==> src/rtl/alu_pkg.sv <==
// Shared ALU definitions: FunSel codes, ZCNO flag bit positions and the
// multiply sequencer state encoding.
package alu_pkg;

   localparam logic [3:0] FS_PASS_A = 4'b0000;
   localparam logic [3:0] FS_PASS_B = 4'b0001;
   localparam logic [3:0] FS_NOT_A  = 4'b0010;
   localparam logic [3:0] FS_NOT_B  = 4'b0011;
   localparam logic [3:0] FS_ADD    = 4'b0100;
   localparam logic [3:0] FS_ADDC   = 4'b0101;
   localparam logic [3:0] FS_SUB    = 4'b0110;
   localparam logic [3:0] FS_AND    = 4'b0111;
   localparam logic [3:0] FS_OR     = 4'b1000;
   localparam logic [3:0] FS_XOR    = 4'b1001;
   localparam logic [3:0] FS_NAND   = 4'b1010;
   localparam logic [3:0] FS_LSL    = 4'b1011;
   localparam logic [3:0] FS_LSR    = 4'b1100;
   localparam logic [3:0] FS_ASR    = 4'b1101;
   localparam logic [3:0] FS_CSL    = 4'b1110;
   localparam logic [3:0] FS_CSR    = 4'b1111;

   localparam int unsigned ZF = 3;
   localparam int unsigned CF = 2;
   localparam int unsigned NF = 1;
   localparam int unsigned OF = 0;

   typedef enum logic [2:0] {
      StIdle,
      StLoad,
      StIssue,
      StWait,
      StShift,
      StFix,
      StDone
   } seq_state_e;

endpackage

==> src/rtl/alu_mul_sequencer.sv <==
// Shift-and-add 8x8 multiplier that borrows the external ALU for each partial sum.
// Optional signed operation is enabled with `define SIGNED_MUL_EN.
module alu_mul_sequencer
   import alu_pkg::*;
#(
   parameter int unsigned ALU_LAT = 1,
   parameter int unsigned NBITS   = 8
) (
   input  logic               CLK,
   input  logic               RST,
   input  logic               start,
`ifdef SIGNED_MUL_EN
   input  logic               signed_op,
`endif
   input  logic [NBITS-1:0]   mcand,
   input  logic [NBITS-1:0]   mplier,
   output logic               busy,
   output logic               done,
   output logic [2*NBITS-1:0] product,
   output logic               zero,
   output logic               hi_nz,
   output logic [NBITS-1:0]   alu_a,
   output logic [NBITS-1:0]   alu_b,
   output logic [3:0]         alu_funsel,
   input  logic [NBITS-1:0]   alu_out,
   input  logic [3:0]         alu_zcno
);

   localparam int unsigned PW = 2 * NBITS;
   localparam int unsigned CW = $clog2(NBITS);
   localparam int unsigned WW = (ALU_LAT > 1) ? $clog2(ALU_LAT) : 1;
   localparam logic [CW-1:0] CNT_LAST  = CW'(NBITS - 1);
   localparam logic [WW-1:0] WAIT_LAST = WW'(ALU_LAT - 1);

   seq_state_e       r_state;
   logic [NBITS-1:0] r_m;
   logic [NBITS-1:0] r_q;
   logic [NBITS-1:0] r_phi;
   logic [CW-1:0]    r_cnt;
   logic [WW-1:0]    r_wait;
   logic             r_busy;
   logic             r_done;
   logic [PW-1:0]    r_product;
   logic             r_zero;
   logic             r_hi_nz;
   logic [NBITS-1:0] r_alu_a;
   logic [NBITS-1:0] r_alu_b;
   logic [3:0]       r_alu_funsel;

   logic             w_c;
   logic [NBITS-1:0] w_phi_nx;
   logic [NBITS-1:0] w_q_nx;
   logic [NBITS-1:0] w_mc_in;
   logic [NBITS-1:0] w_mp_in;
   logic [PW-1:0]    w_res;
   logic             w_hi;
   logic             w_unused;

   // Pass-A leaves the ALU carry stale, so only an ADD may feed the shifted-in bit.
   assign w_c      = (r_alu_funsel == FS_ADD) & alu_zcno[CF];
   assign w_phi_nx = {w_c, alu_out[NBITS-1:1]};
   assign w_q_nx   = {alu_out[0], r_q[NBITS-1:1]};
   assign w_unused = ^{alu_zcno[ZF], alu_zcno[NF], alu_zcno[OF]};

`ifdef SIGNED_MUL_EN
   logic          r_neg;
   logic          r_sgn;
   logic [PW-1:0] w_raw;

   assign w_mc_in = (signed_op & mcand[NBITS-1])  ? (~mcand + 1'b1)  : mcand;
   assign w_mp_in = (signed_op & mplier[NBITS-1]) ? (~mplier + 1'b1) : mplier;
   assign w_raw   = {r_phi, r_q};
   assign w_res   = r_neg ? (~w_raw + 1'b1) : w_raw;
   // Signed fit: the upper byte plus the sign bit of the lower byte are all equal.
   assign w_hi    = r_sgn ? ~((&w_res[PW-1:NBITS-1]) | ~(|w_res[PW-1:NBITS-1]))
                          : (|w_res[PW-1:NBITS]);
`else
   assign w_mc_in = mcand;
   assign w_mp_in = mplier;
   assign w_res   = {w_phi_nx, w_q_nx};
   assign w_hi    = |w_res[PW-1:NBITS];
`endif

   always_ff @(posedge CLK) begin
      if (RST) begin
         r_state      <= StIdle;
         r_m          <= '0;
         r_q          <= '0;
         r_phi        <= '0;
         r_cnt        <= '0;
         r_wait       <= '0;
         r_busy       <= 1'b0;
         r_done       <= 1'b0;
         r_product    <= '0;
         r_zero       <= 1'b0;
         r_hi_nz      <= 1'b0;
         r_alu_a      <= '0;
         r_alu_b      <= '0;
         r_alu_funsel <= FS_PASS_A;
`ifdef SIGNED_MUL_EN
         r_neg        <= 1'b0;
         r_sgn        <= 1'b0;
`endif
      end else begin
         unique case (r_state)
            StIdle: begin
               if (start) begin
                  r_m     <= w_mc_in;
                  r_q     <= w_mp_in;
                  r_phi   <= '0;
                  r_busy  <= 1'b1;
                  r_state <= StLoad;
`ifdef SIGNED_MUL_EN
                  r_neg   <= signed_op & (mcand[NBITS-1] ^ mplier[NBITS-1]);
                  r_sgn   <= signed_op;
`endif
               end
            end
            StLoad: begin
               r_cnt        <= '0;
               r_alu_a      <= r_phi;
               r_alu_b      <= r_m;
               r_alu_funsel <= r_q[0] ? FS_ADD : FS_PASS_A;
               r_state      <= StIssue;
            end
            StIssue: begin
               r_wait  <= '0;
               r_state <= StWait;
            end
            StWait: begin
               if (r_wait == WAIT_LAST) begin
                  r_state <= StShift;
               end else begin
                  r_wait <= r_wait + 1'b1;
               end
            end
            StShift: begin
               r_phi <= w_phi_nx;
               r_q   <= w_q_nx;
               r_cnt <= r_cnt + 1'b1;
               if (r_cnt == CNT_LAST) begin
`ifdef SIGNED_MUL_EN
                  r_state <= StFix;
`else
                  r_product <= w_res;
                  r_zero    <= (w_res == '0);
                  r_hi_nz   <= w_hi;
                  r_done    <= 1'b1;
                  r_state   <= StDone;
`endif
               end else begin
                  r_alu_a      <= w_phi_nx;
                  r_alu_funsel <= w_q_nx[0] ? FS_ADD : FS_PASS_A;
                  r_state      <= StIssue;
               end
            end
            StFix: begin
               r_product <= w_res;
               r_zero    <= (w_res == '0);
               r_hi_nz   <= w_hi;
               r_done    <= 1'b1;
               r_state   <= StDone;
            end
            StDone: begin
               r_done  <= 1'b0;
               r_busy  <= 1'b0;
               r_state <= StIdle;
            end
            default: r_state <= StIdle;
         endcase
      end
   end

   assign busy       = r_busy;
   assign done       = r_done;
   assign product    = r_product;
   assign zero       = r_zero;
   assign hi_nz      = r_hi_nz;
   assign alu_a      = r_alu_a;
   assign alu_b      = r_alu_b;
   assign alu_funsel = r_alu_funsel;

endmodule

==> config.mk <==
export PLATFORM = sky130hd
export DESIGN_NAME = alu_mul_sequencer
export DESIGN_NICKNAME = d
export VERILOG_FILES = /design/src/rtl/alu_pkg.sv /design/src/rtl/alu_mul_sequencer.sv
export SDC_FILE = /design/constraint.sdc
export NUM_CORES = 1
export LEC_CHECK = 0
export CAP_MARGIN = 20
export CORE_ASPECT_RATIO = 2
export CORE_MARGIN = 2
export CORE_UTILIZATION = 48
export DETAILED_ROUTE_END_ITERATION = 7
export GPL_TIMING_DRIVEN = 0
export PLACE_DENSITY = 0.87
export SLEW_MARGIN = 5
export SYNTH_ARGS = -nofsm -noshare
export SYNTH_HDL_FRONTEND = slang
export SYNTH_SLANG_ARGS = --single-unit
==> constraint.sdc <==
create_clock -name CLK -period 2.2 [get_ports CLK]
set_input_delay 0.44 -clock CLK [delete_from_list [all_inputs] [get_ports CLK]]
set_output_delay 0.44 -clock CLK [all_outputs]
set_load 0.01 [all_outputs]
==> impl_metrics.ini, run 1 <==
[placement]
place_inst = 443
place_ws_ps = -122
place.gp.congestion = 0.853
hpwl_um = 5200
portBuffers = 63

[hold_path]
holdCritPathClass = flip-flop to flip-flop
hp-start = r_m[3]

[clock_network]
cts_max_level = 3
cts_setup_buffers = 0
numCtsBuffers = 9
cts-root-buf = clkbuf_16
clk_latency_ps = 330
path_clk_slew_ps = 50
cts_hold_buf = 0
cts_sinks = 67
clockBufferDepth = 2
ctsResizeCount = 0
cts_tree = done

[worst_setup_path]
crit_fanout = 10
setup.worst_path.start = r_cnt[0]
critical_path.slowest_cell = nor2_1
cpMostUsedCell = ha_1
critPathLaunchType = flip-flop
cpPeakStageDelay_ps = 550
crit_path_cell_trace = ha_1 > ha_1 > nor2_1 > clkbuf_1 > o21ai_0 > a21oi_1
crit_path_end_kind = flip-flop
path_class = flip-flop to flip-flop
r2r_start = r_cnt[0]
cp.required_ps = 2450
critPathBufInv = 1
arrival_ps = 2310
cp_top_family = simple AND/OR/NAND/NOR gates

[run_status]
outcome = completed

[routing]
routed_wl_um = 7340
vias = 2597
drc_errors = 0
wl_per_cell_um = 16.0
drt-vias-per-instance = 5.67
drtIter0Drc = 98
firstDrtPassIters = 4
drtAntennaViolNets = 0

[sta]
slew_viol_final = 0
hold_slack_ps = 453
fin_crit_sh_pct = 93.7
fin_ws_ps = 138
hold_violations = 0
timing.slew.headroom_pct = 54.6
timing.setup.tns_ps = 0
setup_violations = 0
period_needed_ps = 2060
clock_skew_ps = 7.23
timing.fmax_ghz = 0.485
rsz0062_at_grt = false
worst_pin_slew_ps = 678

[yosys]
synth_cell_type_count = 38
ys_seq_area_share_pct = 48.4
synth_top_area_cell = dfxtp_1
synthTopCellsByArea = dfxtp_1, nand2_1, a21oi_1, a311oi_2, nand3_1
yosys_warnings = 0
ys_seq_elements = 67
syn_inst = 317
synthesis.area_mm2 = 0.00277
avgSynthCellArea_um2 = 8.74
yosysTopAreaCellShare_pct = 48.4

[finish]
finish.net_count = 426
fin_cells = 458
post-route-util_pct = 66.3
fill_cells = 455
layout_common_cells = dfxtp_1, clkdlybuf4s50_1, nand2_1
drive_gt1_share_pct = 11.1
diodes = 0
syn2layout_area_growth_pct = 35.5
final_common_cell = dfxtp_1

[power_and_ir_drop]
power.leakage_nw = 1.36
clockPowerShare_pct = 41.9
ir_drop_v = 0.000765
p_switching_uw = 814
p_sw_share_pct = 26.4
power_density_mw_per_mm2 = 820
internal_power_mw = 2.26
pwr-share-seq_pct = 43.3
combPwrFrac_pct = 14.7

[grt]
grt_pass1_vias = 2523
grt_usage_pct = 23.0
grt_max_degree = 12
antenna_found_initial = 0
grt_overflow = 0
grt_pass1_wl_um = 11600

[die]
die_area_mm2 = 0.00643
initial_core_util_pct = 49.0
ioPinCount = 71
rows = 39
die_h_um = 111
die_w_um = 57.7
core_area_mm2 = 0.00566

[job]
cap_violations = 0
[power by group through the flow]
stage | logic [mW] | clock network, mW | registers (mW)
2_1_floorplan | 0.256 | 0 | 1.36
3_3_place_gp | 0.435 | 0 | 1.35
3_5_place_dp | 0.448 | 0 | 1.36
4_1_cts | 0.453 | 1.28 | 1.33
5_1_grt | 0.489 | 1.34 | 1.34
6_report | 0.454 | 1.29 | 1.33
[cell type report]
class | instances | area (um2) | share of cell area, %
Buffer | 28 | 154 | 4.10
Clock buffer | 10 | 239 | 6.36
Clock inverter | 5 | 30.0 | 0.800
Inverter | 1 | 3.75 | 0.100
Multi-Input combinational cell | 223 | 1280 | 34.1
Sequential cell | 67 | 1340 | 35.7
Tap cell | 61 | 76.3 | 2.03
Timing Repair Buffer | 63 | 631 | 16.8
[tightest hold or removal path: cells and delay by family, from the launching register on]
| kind | cells | cell delay (ps) |
|---|---|---|
| AOI/OAI and AO/OA | 1 | 50 |
| and+or+nand+nor | 1 | 50 |
| DFF | 1 | 300 |
[cell usage after synthesis (all sizes together)]
cell / count
or3b: 2
nor3b: 3
clkbuf: 13
a211oi: 7
a2bb2oi: 1
or4b: 1
o21bai: 1
nor2b: 2
nand2: 55
nand2b: 3
a311oi: 11
or2: 1
conb: 1
buf: 15
dfxtp: 67
and3: 1
ha: 2
nor4: 2
or3: 1
o21ai: 20
a21oi: 39
mux2i: 7
inv: 1
nor3: 12
xnor2: 1
nand3b: 1
nor2: 22
nand3: 22
nor4b: 2
o31ai: 1
[worst paths after layout]
kind / to / slack (ps) / depth (start not counted)
min: alu_b[3] / 450 / 2
min reg2reg: alu_b[3] / 450 / 2
max: product[7] / 140 / 6
max reg2reg: product[7] / 140 / 6
[routing by layer]
layer	vias up	track usage, %	share of wire, %
li1	1258	-	-
met1	1237	23.2	38
met2	82	41.2	54
met3	20	5.46	4.4
met4	0	13.0	3.2
met5	-	0	0
[sequential cells by signal (all words and copies together) (netlist names), 3 cells and up]
signal / flops
alu_a: 8
alu_b: 8
product: 16
r_cnt: 3
r_m: 8
r_phi: 8
r_q: 8
r_state: 3
[per-stage QoR]
| step | total power, mW | area, um2 |
|---|---|---|
| global placement | 1.79 | 3490 |
| finish | 3.08 | 3750 |
| detailed placement | 1.81 | 3490 |
| CTS | 3.07 | 3750 |
| global route | 3.16 | 3750 |
| floorplan | 1.61 | 2780 |
[kinds of logic after synthesis]
family                     count (synthesis)  share of synthesized area, %
muxes                                      7                          2.53
other                                      1                         0.135
buffers and inverters                     29                          5.69
adders and majority gates                  2                         0.903
AOI/OAI and AO/OA                         80                          18.8
and+or+nand+nor                          130                          23.2
DFF                                       67                          48.4
xor gates and xnor gates                   1                         0.316
Note: power is estimated with default switching activity, not from simulation.
==> run 2, diff against run 1 <==
--- a/config.mk
+++ b/config.mk
@@ -12,6 +12,7 @@
 export DETAILED_ROUTE_END_ITERATION = 7
 export GPL_TIMING_DRIVEN = 0
 export PLACE_DENSITY = 0.87
+export SETUP_SLACK_MARGIN = 0.1
 export SLEW_MARGIN = 5
 export SYNTH_ARGS = -nofsm -noshare
 export SYNTH_HDL_FRONTEND = slang
==> impl_metrics.ini, run 2 (synthesis results as in run 1) <==
[finish]
layout_common_cells = dfxtp_1, clkdlybuf4s50_1, nand2_1
fill_cells = 455
syn2layout_area_growth_pct = 35.6
finish.net_count = 426
diodes = 0
drive_gt1_share_pct = 11.6
largest_reg_flops = 16
multiInputGateArea_mm2 = 0.00128
seq_area_mm2 = 0.00134
final_common_cell = dfxtp_1
design_area_mm2 = 0.00376

[routing]
wl_per_cell_um = 16.0
routed_wl_um = 7320
drc_errors = 0
drt-vias-per-instance = 5.66
vias = 2592
firstDrtPassIters = 4
drtIter0Drc = 99
drtAntennaViolNets = 0

[worst_setup_path]
cpPeakStageDelay_ps = 390
path_class = flip-flop to flip-flop
cp.required_ps = 2460
crit_path_end_kind = flip-flop
cp_top_family = buffers and inverters
critPathLaunchType = flip-flop
cpMostUsedCell = ha_1
critical_path.slowest_cell = buf_1
crit_path_cell_trace = ha_1 > ha_1 > or2_2 > buf_2 > buf_1 > nand3_1 > a21oi_1
crit_fanout = 10
arrival_ps = 2210
critPathBufInv = 2

[job]
cap_violations = 0

[die]
die_h_um = 111
initial_core_util_pct = 49.0
core_area_mm2 = 0.00566
die_w_um = 57.7
die_area_mm2 = 0.00643
rows = 39
ioPinCount = 71

[clock_network]
clockBufferDepth = 2
cts_max_level = 3
cts_hold_buf = 0
path_clk_slew_ps = 50
clk_latency_ps = 330
cts_sinks = 67
numCtsBuffers = 9
cts_tree = done
cts-root-buf = clkbuf_16

[power_and_ir_drop]
clockPowerShare_pct = 41.8
ir_drop_v = 0.000764
internal_power_mw = 2.27
pwr-share-seq_pct = 43.4
p_sw_share_pct = 26.3
p_switching_uw = 809
combPwrFrac_pct = 14.8
power.leakage_nw = 1.37
power_density_mw_per_mm2 = 818

[grt]
grt_pass1_wl_um = 11600
antenna_found_initial = 0
grt_usage_pct = 23.0
grt_pass1_vias = 2523
grt_overflow = 0
grt_max_degree = 12

[sta]
rsz0062_at_grt = false
timing.slew.headroom_pct = 59.8
fin_crit_sh_pct = 88.8
clock_skew_ps = 9.12
timing.fmax_ghz = 0.512
period_needed_ps = 1950
slew_viol_final = 0
setup_violations = 0
timing.setup.tns_ps = 0
worst_pin_slew_ps = 604
hold_violations = 0

[run_status]
outcome = completed

[placement]
portBuffers = 63
place_area_mm2 = 0.00349
hpwl_um = 5200
place.gp.congestion = 0.853

[hold_path]
holdCritPathClass = flip-flop to flip-flop
## run 2: cell types whose count changed in the layout (fill, tap and decap cells not counted)
cell	before	now
nor2_2	0	1
clkbuf_1	13	12
clkbuf_2	0	1
nor2_1	22	21
## run 2: metal layers
| metal | up-vias | GRT usage (%) | wire (um) |
|---|---|---|---|
| met1 | 1220 | 23.2 | 2730 |
| li1 | 1257 | - | - |
| met3 | 22 | 5.46 | 367 |
| met4 | 0 | 13.0 | 238 |
| met2 | 93 | 41.2 | 3990 |
| met5 | - | 0 | 0 |
## run 2: repair_timing
action	in CTS	in global routing
setup buffers	0	0
resized for setup	0	3
setup endpoints to repair	0	4
## run 2: layout make-up
| class | count | area share (%) |
|---|---|---|
| multi-input combinational | 223 | 34.1 |
| inverter | 1 | 0.0999 |
| buffer | 28 | 4.13 |
| sequential | 67 | 35.7 |
| clock buffer | 10 | 6.36 |
| clock inverter | 5 | 0.799 |
| tap | 61 | 2.03 |
| timing repair buffer | 63 | 16.8 |
## run 2: worst register-to-register path, stage by stage, from the launching register on
cell	delay, ps
dfxtp_1	350
ha_1	160
ha_1	290
or2_2	160
buf_2	220
buf_1	390
nand3_1	170
a21oi_1	140
## run 2: worst paths after layout
kind | startpoint | endpoint | slack, ps | depth (start not counted)
setup / recovery | r_cnt[0] | product[5] | 250 | 7
hold / removal | r_m[1] | r_m[1] | 450 | 2
setup reg to reg | r_cnt[0] | product[5] | 250 | 7
hold reg to reg | r_m[1] | r_m[1] | 450 | 2
## run 2: stage by stage
step	instances	setup WS, ps	power (mW)	utilization (%)	hold WS, ps
final	458	245	3.08	66.4	452
after detailed placement	443	-122	1.81	61.6	449
after global routing	458	153	3.16	66.4	470
after CTS	458	176	3.07	66.3	456
after floorplan	319	531	1.61	-	432
after global placement	443	-61.4	1.79	61.6	437
## run 2: power by group through the flow
stage	clock network [mW]	registers (mW)	logic (mW)
after detailed placement	0	1.36	0.448
after floorplan	0	1.36	0.256
after CTS	1.28	1.33	0.453
after global placement	0	1.35	0.435
after global routing	1.34	1.34	0.491
final	1.29	1.33	0.455
